`src/rtl/cnn_pkg.sv`:
```
// Shared types for the CNN datapath: lane and row words of the MAC array.
package cnn_pkg;

  localparam int DATA_SIZE  = 8;
  localparam int ARRAY_SIZE = 9;

  typedef logic signed [DATA_SIZE-1:0] lane_t;
  typedef lane_t [ARRAY_SIZE-1:0]      row_t;

  function automatic lane_t relu(lane_t v);
    return v[DATA_SIZE-1] ? '0 : v;
  endfunction

endpackage

```
`src/rtl/collector_fifo.sv`:
```
// Show-ahead row FIFO; a push into a full FIFO is accepted only alongside a pop.
module collector_fifo
  import cnn_pkg::*;
#(
  parameter int DEPTH = 8,
  localparam int AW = $clog2(DEPTH),
  localparam int LW = $clog2(DEPTH + 1)
) (
  input  logic          clk,
  input  logic          rst,
  input  logic          clr,
  input  logic          push,
  input  logic          pop,
  input  row_t          wdata,
  output row_t          rdata,
  output logic          full,
  output logic          empty,
  output logic [LW-1:0] level
);

  row_t          mem [DEPTH];
  logic [AW-1:0] wr_ptr;
  logic [AW-1:0] rd_ptr;
  logic          do_push;
  logic          do_pop;

  assign empty   = (level == '0);
  assign full    = (level == LW'(DEPTH));
  assign do_pop  = pop & ~empty;
  assign do_push = push & (~full | do_pop);
  assign rdata   = empty ? '0 : mem[rd_ptr];

  always_ff @(posedge clk or posedge rst) begin
    if (rst) begin
      wr_ptr <= '0;
      rd_ptr <= '0;
      level  <= '0;
    end else if (clr) begin
      wr_ptr <= '0;
      rd_ptr <= '0;
      level  <= '0;
    end else begin
      if (do_push) wr_ptr <= wr_ptr + AW'(1);
      if (do_pop)  rd_ptr <= rd_ptr + AW'(1);
      unique case ({do_push, do_pop})
        2'b10:   level <= level + LW'(1);
        2'b01:   level <= level - LW'(1);
        default: level <= level;
      endcase
    end
  end

  always_ff @(posedge clk) begin
    if (do_push & ~clr) mem[wr_ptr] <= wdata;
  end

endmodule

```
`src/rtl/systolic_output_collector.sv`:
```
// De-skews staircase column results into aligned rows and queues them.
// Build option: COLLECTOR_RELU_EN clamps negative lanes to zero before storage.
module systolic_output_collector
  import cnn_pkg::*;
#(
  parameter int DEPTH = 8,
  localparam int LW = $clog2(DEPTH + 1)
) (
  input  logic                           s_clk,
  input  logic                           reset,
  input  logic                           clear,
  input  logic [DATA_SIZE*ARRAY_SIZE-1:0] mac_in,
  input  logic [ARRAY_SIZE-1:0]           col_valid,
  output logic [DATA_SIZE*ARRAY_SIZE-1:0] out_data,
  output logic                           out_valid,
  input  logic                           out_ready,
  output logic [LW-1:0]                  fill_level,
  output logic                           overflow,
  output logic                           skew_err
);

  localparam int N = ARRAY_SIZE;

  row_t            mac_row;
  row_t            dly_row;
  logic [N-1:0]    dly_vld;
  row_t            wr_row;
  row_t            rd_row;
  logic            al_valid;
  logic            skew_hit;
  logic            full;
  logic            empty;
  logic            pop;

  assign mac_row = mac_in;

  // Lane k waits N-1-k cycles so all lanes of one row meet together.
  for (genvar k = 0; k < N; k++) begin : g_lane
    localparam int D = N - 1 - k;
    if (D == 0) begin : g_pass
      assign dly_row[k] = mac_row[k];
      assign dly_vld[k] = col_valid[k];
    end else begin : g_chain
      lane_t        d_q [D];
      logic [D-1:0] v_q;
      always_ff @(posedge s_clk or posedge reset) begin
        if (reset) begin
          for (int i = 0; i < D; i++) d_q[i] <= '0;
          v_q <= '0;
        end else if (clear) begin
          for (int i = 0; i < D; i++) d_q[i] <= '0;
          v_q <= '0;
        end else begin
          d_q[0] <= mac_row[k];
          v_q[0] <= col_valid[k];
          for (int i = 1; i < D; i++) begin
            d_q[i] <= d_q[i-1];
            v_q[i] <= v_q[i-1];
          end
        end
      end
      assign dly_row[k] = d_q[D-1];
      assign dly_vld[k] = v_q[D-1];
    end
  end

  assign al_valid = &dly_vld;
  assign skew_hit = (|dly_vld) & ~al_valid;

  always_comb begin
    wr_row = dly_row;
`ifdef COLLECTOR_RELU_EN
    for (int k = 0; k < N; k++) wr_row[k] = relu(dly_row[k]);
`endif
  end

  assign out_valid = ~empty;
  assign pop       = out_valid & out_ready;
  assign out_data  = rd_row;

  collector_fifo #(.DEPTH(DEPTH)) u_fifo (
    .clk   (s_clk),
    .rst   (reset),
    .clr   (clear),
    .push  (al_valid),
    .pop   (pop),
    .wdata (wr_row),
    .rdata (rd_row),
    .full  (full),
    .empty (empty),
    .level (fill_level)
  );

  always_ff @(posedge s_clk or posedge reset) begin
    if (reset) begin
      overflow <= 1'b0;
      skew_err <= 1'b0;
    end else if (clear) begin
      overflow <= 1'b0;
      skew_err <= 1'b0;
    end else begin
      if (skew_hit)                  skew_err <= 1'b1;
      if (al_valid & full & ~pop)    overflow <= 1'b1;
    end
  end

endmodule

```
`config.mk`:
```
export PLATFORM = sky130hd
export DESIGN_NAME = systolic_output_collector
export DESIGN_NICKNAME = d
export VERILOG_FILES = /design/src/rtl/cnn_pkg.sv /design/src/rtl/collector_fifo.sv /design/src/rtl/systolic_output_collector.sv
export SDC_FILE = /design/constraint.sdc
export NUM_CORES = 1
export LEC_CHECK = 0
export BUFFER_PORTS_ARGS = -buffer_cell sky130_fd_sc_hd__buf_2
export CORE_ASPECT_RATIO = 1.25
export CORE_MARGIN = 10
export CORE_UTILIZATION = 50
export DETAILED_ROUTE_END_ITERATION = 12
export GPL_TIMING_DRIVEN = 0
export HOLD_SLACK_MARGIN = 0.06
export PLACE_DENSITY = 0.67
export SETUP_SLACK_MARGIN = 0.5
export SLEW_MARGIN = 40
export SYNTH_ARGS = -nofsm -noshare
export SYNTH_HDL_FRONTEND = slang
export SYNTH_SLANG_ARGS = --single-unit
```
`constraint.sdc`:
```
create_clock -name s_clk -period 16.5 [get_ports s_clk]
set_input_delay 3.3 -clock s_clk [delete_from_list [all_inputs] [get_ports s_clk]]
set_output_delay 3.3 -clock s_clk [all_outputs]
set_load 0.005 [all_outputs]
```
==> implementation parameters, run 1 <==
Parameter                              Value

Layout
  Number of fillers in the final layout ... 4811
  Fraction of layout instances using a drive strength above 1 ... 29.0%
  Post-layout instance count excluding filler cells ... 2985
  Final layout net count ... 2146
  Fin area ... 0.0389 mm2
  Final core utilization ... 59.5%
  Antenna cells ... 0
  Growth of design area from synthesis to finish ... 18.1%

Clock network
  Number of CTS-inserted buffers ... 87
  Clock sink count ... 912
  Maximum buffer depth of the clock tree ... 3
  Postcts setup bufs ... 0
  Clock transition at path regs ... 0.07 ns
  Htree depth ... 3
  Worst-skew pair later-pin latency ... 0.64 ns
  Hold-fix buffer count after cts ... 0
  Post-cts gate resize count ... 0
  Clock tree from TritonCTS ... yes
  Root buf cell ... clkbuf_16

Global routing
  Busiest grt layer ... met2
  Met2 global-route usage ... 30.0%
  Routing usage on met3 ... 3.69%
  Via count of the first global-routing pass ... 17073
  Wire length of the first global-routing pass ... 105 mm
  Antenna violations before repair ... 5
  Met1 track demand over resource ... 23.4%
  Pin count of the biggest net entering global routing ... 78
  GRT Total Usage ... 17.9%
  Aggregate global routing overflow ... 0

Timing
  Slew headroom ... 45.9%
  Hold violation count in the final report ... 0
  Setup repair after global routing missed its margin ... no
  Fraction of the cycle the final worst path needs ... 38.1%
  Final number of setup-violating endpoints ... 0
  Maximum clock frequency ... 0.159 GHz
  Shortest clock period the worst path allows after layout ... 6.29 ns
  Setup TNS ... 0 ns
  Clock skew after layout ... 0.0282 ns
  Min setup slack post-route ... 10.21 ns
  Number of max-slew violations in the final report ... 0
  Transition time at the pin with the least slew margin ... 0.812 ns

Synthesis
  Avg Synthesized Cell Area ... 19.5 um2
  Xor and xnor area share after synthesis ... 0.0797%
  Share of Yosys cell area claimed by the top area cell type ... 52.5%
  Synthesized net count ... 1779
  Sequential element share of the synthesized area ... 78.0%
  Simple-gate share of the synthesized area ... 7.81%
  Most frequent cell after synthesis ... edfxtp_1
  Number of flops mapped to enable cells by yosys ... 576
  Main combinational cell family by area after synthesis ... multiplexers
  Flip-flop and latch count after synthesis ... 912
  Most frequently used flop master after synthesis ... edfxtp_1
  Number of warnings issued by yosys ... 0
  Fraction of registers with async set or reset after synthesis ... 36.8%
  Commonest cells in the netlist ... edfxtp_1 (576), dfrtp_1 (336), nor2b_1 (328), mux4_2 (144), nor2_1 (84)
  Library cell occupying the most area in the post-synthesis netlist ... edfxtp_1
  Post-Syn Instances ... 1689
  Cell area after technology mapping ... 0.0330 mm2
  Share of the synthesized area in compound gates (AO/OA/AOI/OAI) ... 0.376%
  Top area cells in the synthesized netlist ... edfxtp_1 (52%), dfrtp_1 (26%), mux4_2 (9.8%)
  Mux contribution to synthesized area ... 12.3%
  Number of library cell types mapped by synthesis ... 46
  Fraction of the mapped netlist area in adder cells ... 0.213%

Worst setup path
  CP startpoint kind ... flop
  Critical Path RT ... 13.20 ns
  FF-to-FF setup slack ... 13.20 ns
  Setup Crit Path Kind ... flop to primary output
  Reg2Reg Capture Point ... u_fifo.mem[0][53]$_DFFE_PP_
  Worst setup path startpoint ... u_fifo.rd_ptr[1]$_DFFE_PP0P_
  Reg-to-Reg Start ... g_lane[3].g_chain.v_q[4]$_DFF_PP0_
  Endpoint of the most critical setup path ... out_data[67]
  Largest fanout on the critical path ... 10
  Capturing element type of the critical path ... primary output
  Length in cells of the worst reg-to-reg path ... 10
  Critical path arrival ... 2.99 ns

Power
  Leakage power total ... 14.1 nW
  Net switching power figure ... 0.892 mW
  Internal portion of total power ... 3.64 mW
  Largest voltage drop on the vdd net ... 0.0972 mV
  Clock network fraction of total power ... 44.4%
  Flop pwr share ... 54.1%
  Fraction of power spent switching nets ... 19.7%
  Ratio of total power to cell area ... 116 mW/mm2
  Logic gate share of total power ... 1.5%

Die
  Core Rows ... 105
  Die ar. ... 0.0766 mm2
  Die Span Y ... 307 um
  Width of the die ... 250 um
  Core Footprint ... 0.0654 mm2
  Number of top-level pins ... 164
  Initial core utilization ... 50.4%

Worst hold path
  Hold path depth ... 1
  Hold crit path type ... flop to flop

Run
  Max Cap Viol ... 0

Placement
  HPWL reported at the end of detailed placement ... 46.3 mm
  Routability cong. ... 0.756
  Placed instance count ... 2823
  Number of buffers added on ports ... 163
  Worst Setup Slack post-DPL ... 10.28 ns
  Post-placement cell area ... 0.0360 mm2

Detailed routing
  DR vias ... 15897
  Number of DRC violations after detailed routing ... 0
  Number of optimization iterations in the first detailed-route pass ... 5
  Number of nets still failing antenna checks after routing ... 0
  Detailed-route vias per instance ... 5.33
  Total detailed-routing wirelength ... 68.2 mm
  Mean routed wirelength per cell ... 22.8 um
  Initial DRC count ... 1064

Status
  Result of the run ... finished, final reports clean
through the flow:
| stage | hold slack [ns] | total power, mW |
|---|---|---|
| global placement | 0.440 | 2.56 |
| finish | 0.446 | 4.53 |
| floorplan | 0.439 | 2.53 |
| global route | 0.466 | 4.67 |
| detailed placement | 0.446 | 2.57 |
| CTS | 0.446 | 4.57 |
sequential cells by signal, indices dropped and copies added, names as in the netlist, 3 cells and up:
| name | cells |
|---|---|
| u_fifo.mem | 576 |
| g_lane.g_chain.d_q | 232 |
| dly_row | 56 |
| g_lane.g_chain.v_q | 36 |
| u_fifo.level | 4 |
| u_fifo.rd_ptr | 3 |
| u_fifo.wr_ptr | 3 |
worst min path at each step:
stage | from | end | slack (ns)
after global placement | g_lane[2].g_chain.d_q[30]$_DFF_PP0_ | g_lane[2].g_chain.d_q[22]$_DFF_PP0_ | 0.44
final | g_lane[1].g_chain.d_q[39]$_DFF_PP0_ | g_lane[1].g_chain.d_q[31]$_DFF_PP0_ | 0.45
after CTS | g_lane[1].g_chain.d_q[23]$_DFF_PP0_ | g_lane[1].g_chain.d_q[15]$_DFF_PP0_ | 0.45
after detailed placement | g_lane[2].g_chain.d_q[22]$_DFF_PP0_ | g_lane[2].g_chain.d_q[14]$_DFF_PP0_ | 0.45
after global routing | g_lane[4].g_chain.d_q[11]$_DFF_PP0_ | dly_row[35]$_DFF_PP0_ | 0.47
after floorplan | g_lane[0].g_chain.d_q[8]$_DFF_PP0_ | dly_row[0]$_DFF_PP0_ | 0.44
final cells by class:
| class | count | area (um2) | share of cell area (%) |
|---|---|---|---|
| clock inverters | 46 | 458 | 1.18 |
| flip-flops and latches | 912 | 25700 | 66.1 |
| well taps | 856 | 1070 | 2.75 |
| plain buffers | 86 | 414 | 1.06 |
| multi-input cells | 689 | 6890 | 17.7 |
| inverters | 2 | 15.0 | 0.0386 |
| clock buffers | 116 | 2470 | 6.36 |
| repair buffers | 278 | 1890 | 4.85 |
worst max-delay path: stages (launching register included):
cell	delay (ns)
dfrtp_1	0.36
buf_2	0.34
buf_2	0.38
buf_2	0.36
mux4_2	0.36
mux2i_1	0.22
nor2_1	0.12
buf_2	0.19
layer usage:
| metal | part of all wire (%) | vias to the layer above |
|---|---|---|
| met4 | 2.1 | 8 |
| met5 | 0.081 | - |
| met1 | 42 | 8374 |
| met3 | 5.4 | 104 |
| met2 | 51 | 420 |
| li1 | - | 6991 |
placed cells by master (no fill, tap or decap), types with 2 or more instances in the layout:
cell type / synthesis / routed
a211oi_1: 2 / 2
clkbuf_2: 0 / 4
nor3_2: 1 / 4
nand3b_1: 2 / 2
buf_2: 18 / 241
mux2_1: 3 / 3
xnor2_1: 2 / 2
a21oi_1: 5 / 5
clkinv_2: 0 / 13
clkbuf_16: 0 / 90
clkbuf_1: 51 / 60
bufinv_16: 0 / 7
buf_6: 7 / 8
clkbuf_8: 0 / 12
clkinv_1: 0 / 9
nor2_4: 0 / 3
o21ai_0: 2 / 2
mux2i_1: 74 / 74
and3_1: 3 / 3
nor2_1: 84 / 81
buf_8: 0 / 8
inv_8: 0 / 3
nor2b_1: 328 / 328
buf_4: 1 / 39
nand2b_1: 2 / 2
ha_1: 4 / 4
dfrtp_1: 336 / 336
inv_6: 0 / 5
nand3_1: 5 / 5
buf_1: 9 / 3
edfxtp_1: 576 / 576
clkinvlp_4: 0 / 6
inv_4: 0 / 2
nand2_1: 3 / 3
mux4_2: 144 / 144
buf_16: 0 / 14
kinds of logic after synthesis:
logic type	count (synthesis)
buffers and inverters	88
XOR/XNOR	3
AND/OR/NAND/NOR	443
multiplexers	223
AO/OA/AOI/OAI	15
flip-flops	912
adder cells (fa/ha/maj)	5
power groups by stage:
stage          Clock [mW]  Combinational [mW]  Sequential, mW
5_1_grt              2.14              0.0790            2.45
4_1_cts              2.05              0.0726            2.45
2_1_floorplan           0              0.0390            2.49
6_report             2.01              0.0700            2.45
3_3_place_gp            0              0.0660            2.50
3_5_place_dp            0              0.0723            2.50
No activity file was read; power rests on OpenSTA's default activity.
==> run 2, diff against run 1 <==
==> constraint.sdc (replaced) <==
create_clock -name s_clk -period 6.5 [get_ports s_clk]
set_input_delay 1.3 -clock s_clk [delete_from_list [all_inputs] [get_ports s_clk]]
set_output_delay 1.3 -clock s_clk [all_outputs]
set_load 0.005 [all_outputs]
==> run 2 against run 1 <==
  * Clock-buffer cell count increased by 6
  * Clock power increased to 2.5 times the previous value
  * Global-route usage decreased by 0.088 points
  * Largest power group unchanged
==> implementation parameters, run 2 (same netlist as run 1, synthesis figures left out) <==
Parameter                              Value

Status
  Result of the run ... finished, final reports clean

Timing
  Shortest clock period the worst path allows after layout ... 4.33 ns
  Setup repair after global routing missed its margin ... no
  Worst hold-check slack ... 0.455 ns
  Slew headroom ... 47.0%
  Fraction of the cycle the final worst path needs ... 66.6%
  Maximum clock frequency ... 0.231 GHz
  Transition time at the pin with the least slew margin ... 0.795 ns
  Setup TNS ... 0 ns
  Final number of setup-violating endpoints ... 0
  Hold violation count in the final report ... 0
  Number of max-slew violations in the final report ... 0
  Min setup slack post-route ... 2.17 ns
  Clock skew after layout ... 0.0214 ns

Die
  Initial core utilization ... 50.4%
  Die ar. ... 0.0766 mm2
  Die Span Y ... 307 um
  Width of the die ... 250 um
  Core Rows ... 105
  Number of top-level pins ... 164
  Core Footprint ... 0.0654 mm2

Detailed routing
  Number of DRC violations after detailed routing ... 0
  Number of nets still failing antenna checks after routing ... 0
  Detailed-route vias per instance ... 5.35
  Number of optimization iterations in the first detailed-route pass ... 5
  Initial DRC count ... 1255
  Total detailed-routing wirelength ... 67.7 mm
  Mean routed wirelength per cell ... 22.8 um
  DR vias ... 15877

Layout
  Fraction of layout instances using a drive strength above 1 ... 28.3%
  Final layout net count ... 2130
  Fin area ... 0.0390 mm2
  Commonest non-fill, non-tap cells in the layout ... edfxtp_1 (576), dfrtp_1 (336), nor2b_1 (328)
  Post-layout instance count excluding filler cells ... 2969
  Leading cell type in the layout, fill and taps excluded ... edfxtp_1
  Flip-flop count of the largest register after layout ... 576
  Growth of design area from synthesis to finish ... 18.4%
  Largest register by flop count ... u_fifo.mem
  Final core utilization ... 59.6%

Placement
  Worst Setup Slack post-DPL ... 2.21 ns
  Routability cong. ... 0.739
  HPWL reported at the end of detailed placement ... 45.8 mm
  Post-placement cell area ... 0.0361 mm2
  Placed instance count ... 2808
  Number of buffers added on ports ... 163

Run
  Max Cap Viol ... 0

Global routing
  Wire length of the first global-routing pass ... 104 mm
  GRT Total Usage ... 17.9%
  Via count of the first global-routing pass ... 16996
  Aggregate global routing overflow ... 0
  Pin count of the biggest net entering global routing ... 28
  Antenna violations before repair ... 9

Power
  Post-layout total power ... 11.4 mW
  Largest voltage drop on the vdd net ... 0.224 mV
  Leakage power total ... 14.1 nW
  Ratio of total power to cell area ... 293 mW/mm2

Clock network
  Number of CTS-inserted buffers ... 86
  Clock transition at path regs ... 0.07 ns
  Maximum buffer depth of the clock tree ... 3
  Worst-skew pair later-pin latency ... 0.62 ns
  Htree depth ... 3
  Post-cts gate resize count ... 0
  Postcts setup bufs ... 0
  Root buf cell ... clkbuf_16
  Hold-fix buffer count after cts ... 0
  Clock sink count ... 912
  Clock tree from TritonCTS ... yes

Worst setup path
  Setup Crit Path Kind ... flop to primary output
  Largest fanout on the critical path ... 10
  CP startpoint kind ... flop
  Capturing element type of the critical path ... primary output
  Critical path arrival ... 3.03 ns
  Critical Path RT ... 5.20 ns

Worst hold path
  Hold crit path type ... flop to flop
-- run 2: path summary, 6_finish.rpt --
kind                                                         start                            endpoint  slack [ns]  cells after the start
worst max-delay path                  u_fifo.rd_ptr[1]$_DFFE_PP0P_                         out_data[4]        2.17                      6
worst min-delay path            g_lane[4].g_chain.d_q[9]$_DFF_PP0_               dly_row[33]$_DFF_PP0_        0.46                      1
worst max register to register  g_lane[3].g_chain.v_q[4]$_DFF_PP0_         u_fifo.mem[3][45]$_DFFE_PP_        3.24                      9
worst min register to register  g_lane[4].g_chain.d_q[9]$_DFF_PP0_               dly_row[33]$_DFF_PP0_        0.46                      1
max in group asynchronous                                    reset               dly_row[22]$_DFF_PP0_        4.28                      8
min in group asynchronous                                    reset  g_lane[7].g_chain.d_q[3]$_DFF_PP0_        0.71                      2
-- run 2: worst max-delay path, cell delays in order (launching register included) --
cell     delay, ns
dfrtp_1       0.39
buf_2         0.35
buf_1         0.62
mux4_2        0.42
mux2i_1       0.40
nor2_1        0.09
buf_2         0.14
-- run 2: where the power goes --
part	internal (mW)	leakage (nW)	switching (mW)
sequential	6.19	9.13	0.0261
clock	2.94	1.42	2.08
combinational	0.0788	3.54	0.119
total	9.22	14.1	2.23
-- run 2: area by class of cell --
cell class / count / area, um2
antenna: 1 / 2.50
clock inverter: 38 / 399
clock buffer: 122 / 2470
buffer: 86 / 417
sequential: 912 / 25700
multi-input combinational: 689 / 6910
timing repair buffer: 263 / 2020
fill: 4777 / 26400
tap: 856 / 1070
inverter: 2 / 11.3
-- run 2: per-layer routing --
layer	up-vias	routed length, um	track usage, %
li1	6971	-	-
met1	8367	27800	23.2
met2	432	34500	29.8
met3	97	3760	3.38
met4	10	1580	6.24
met5	-	64	0
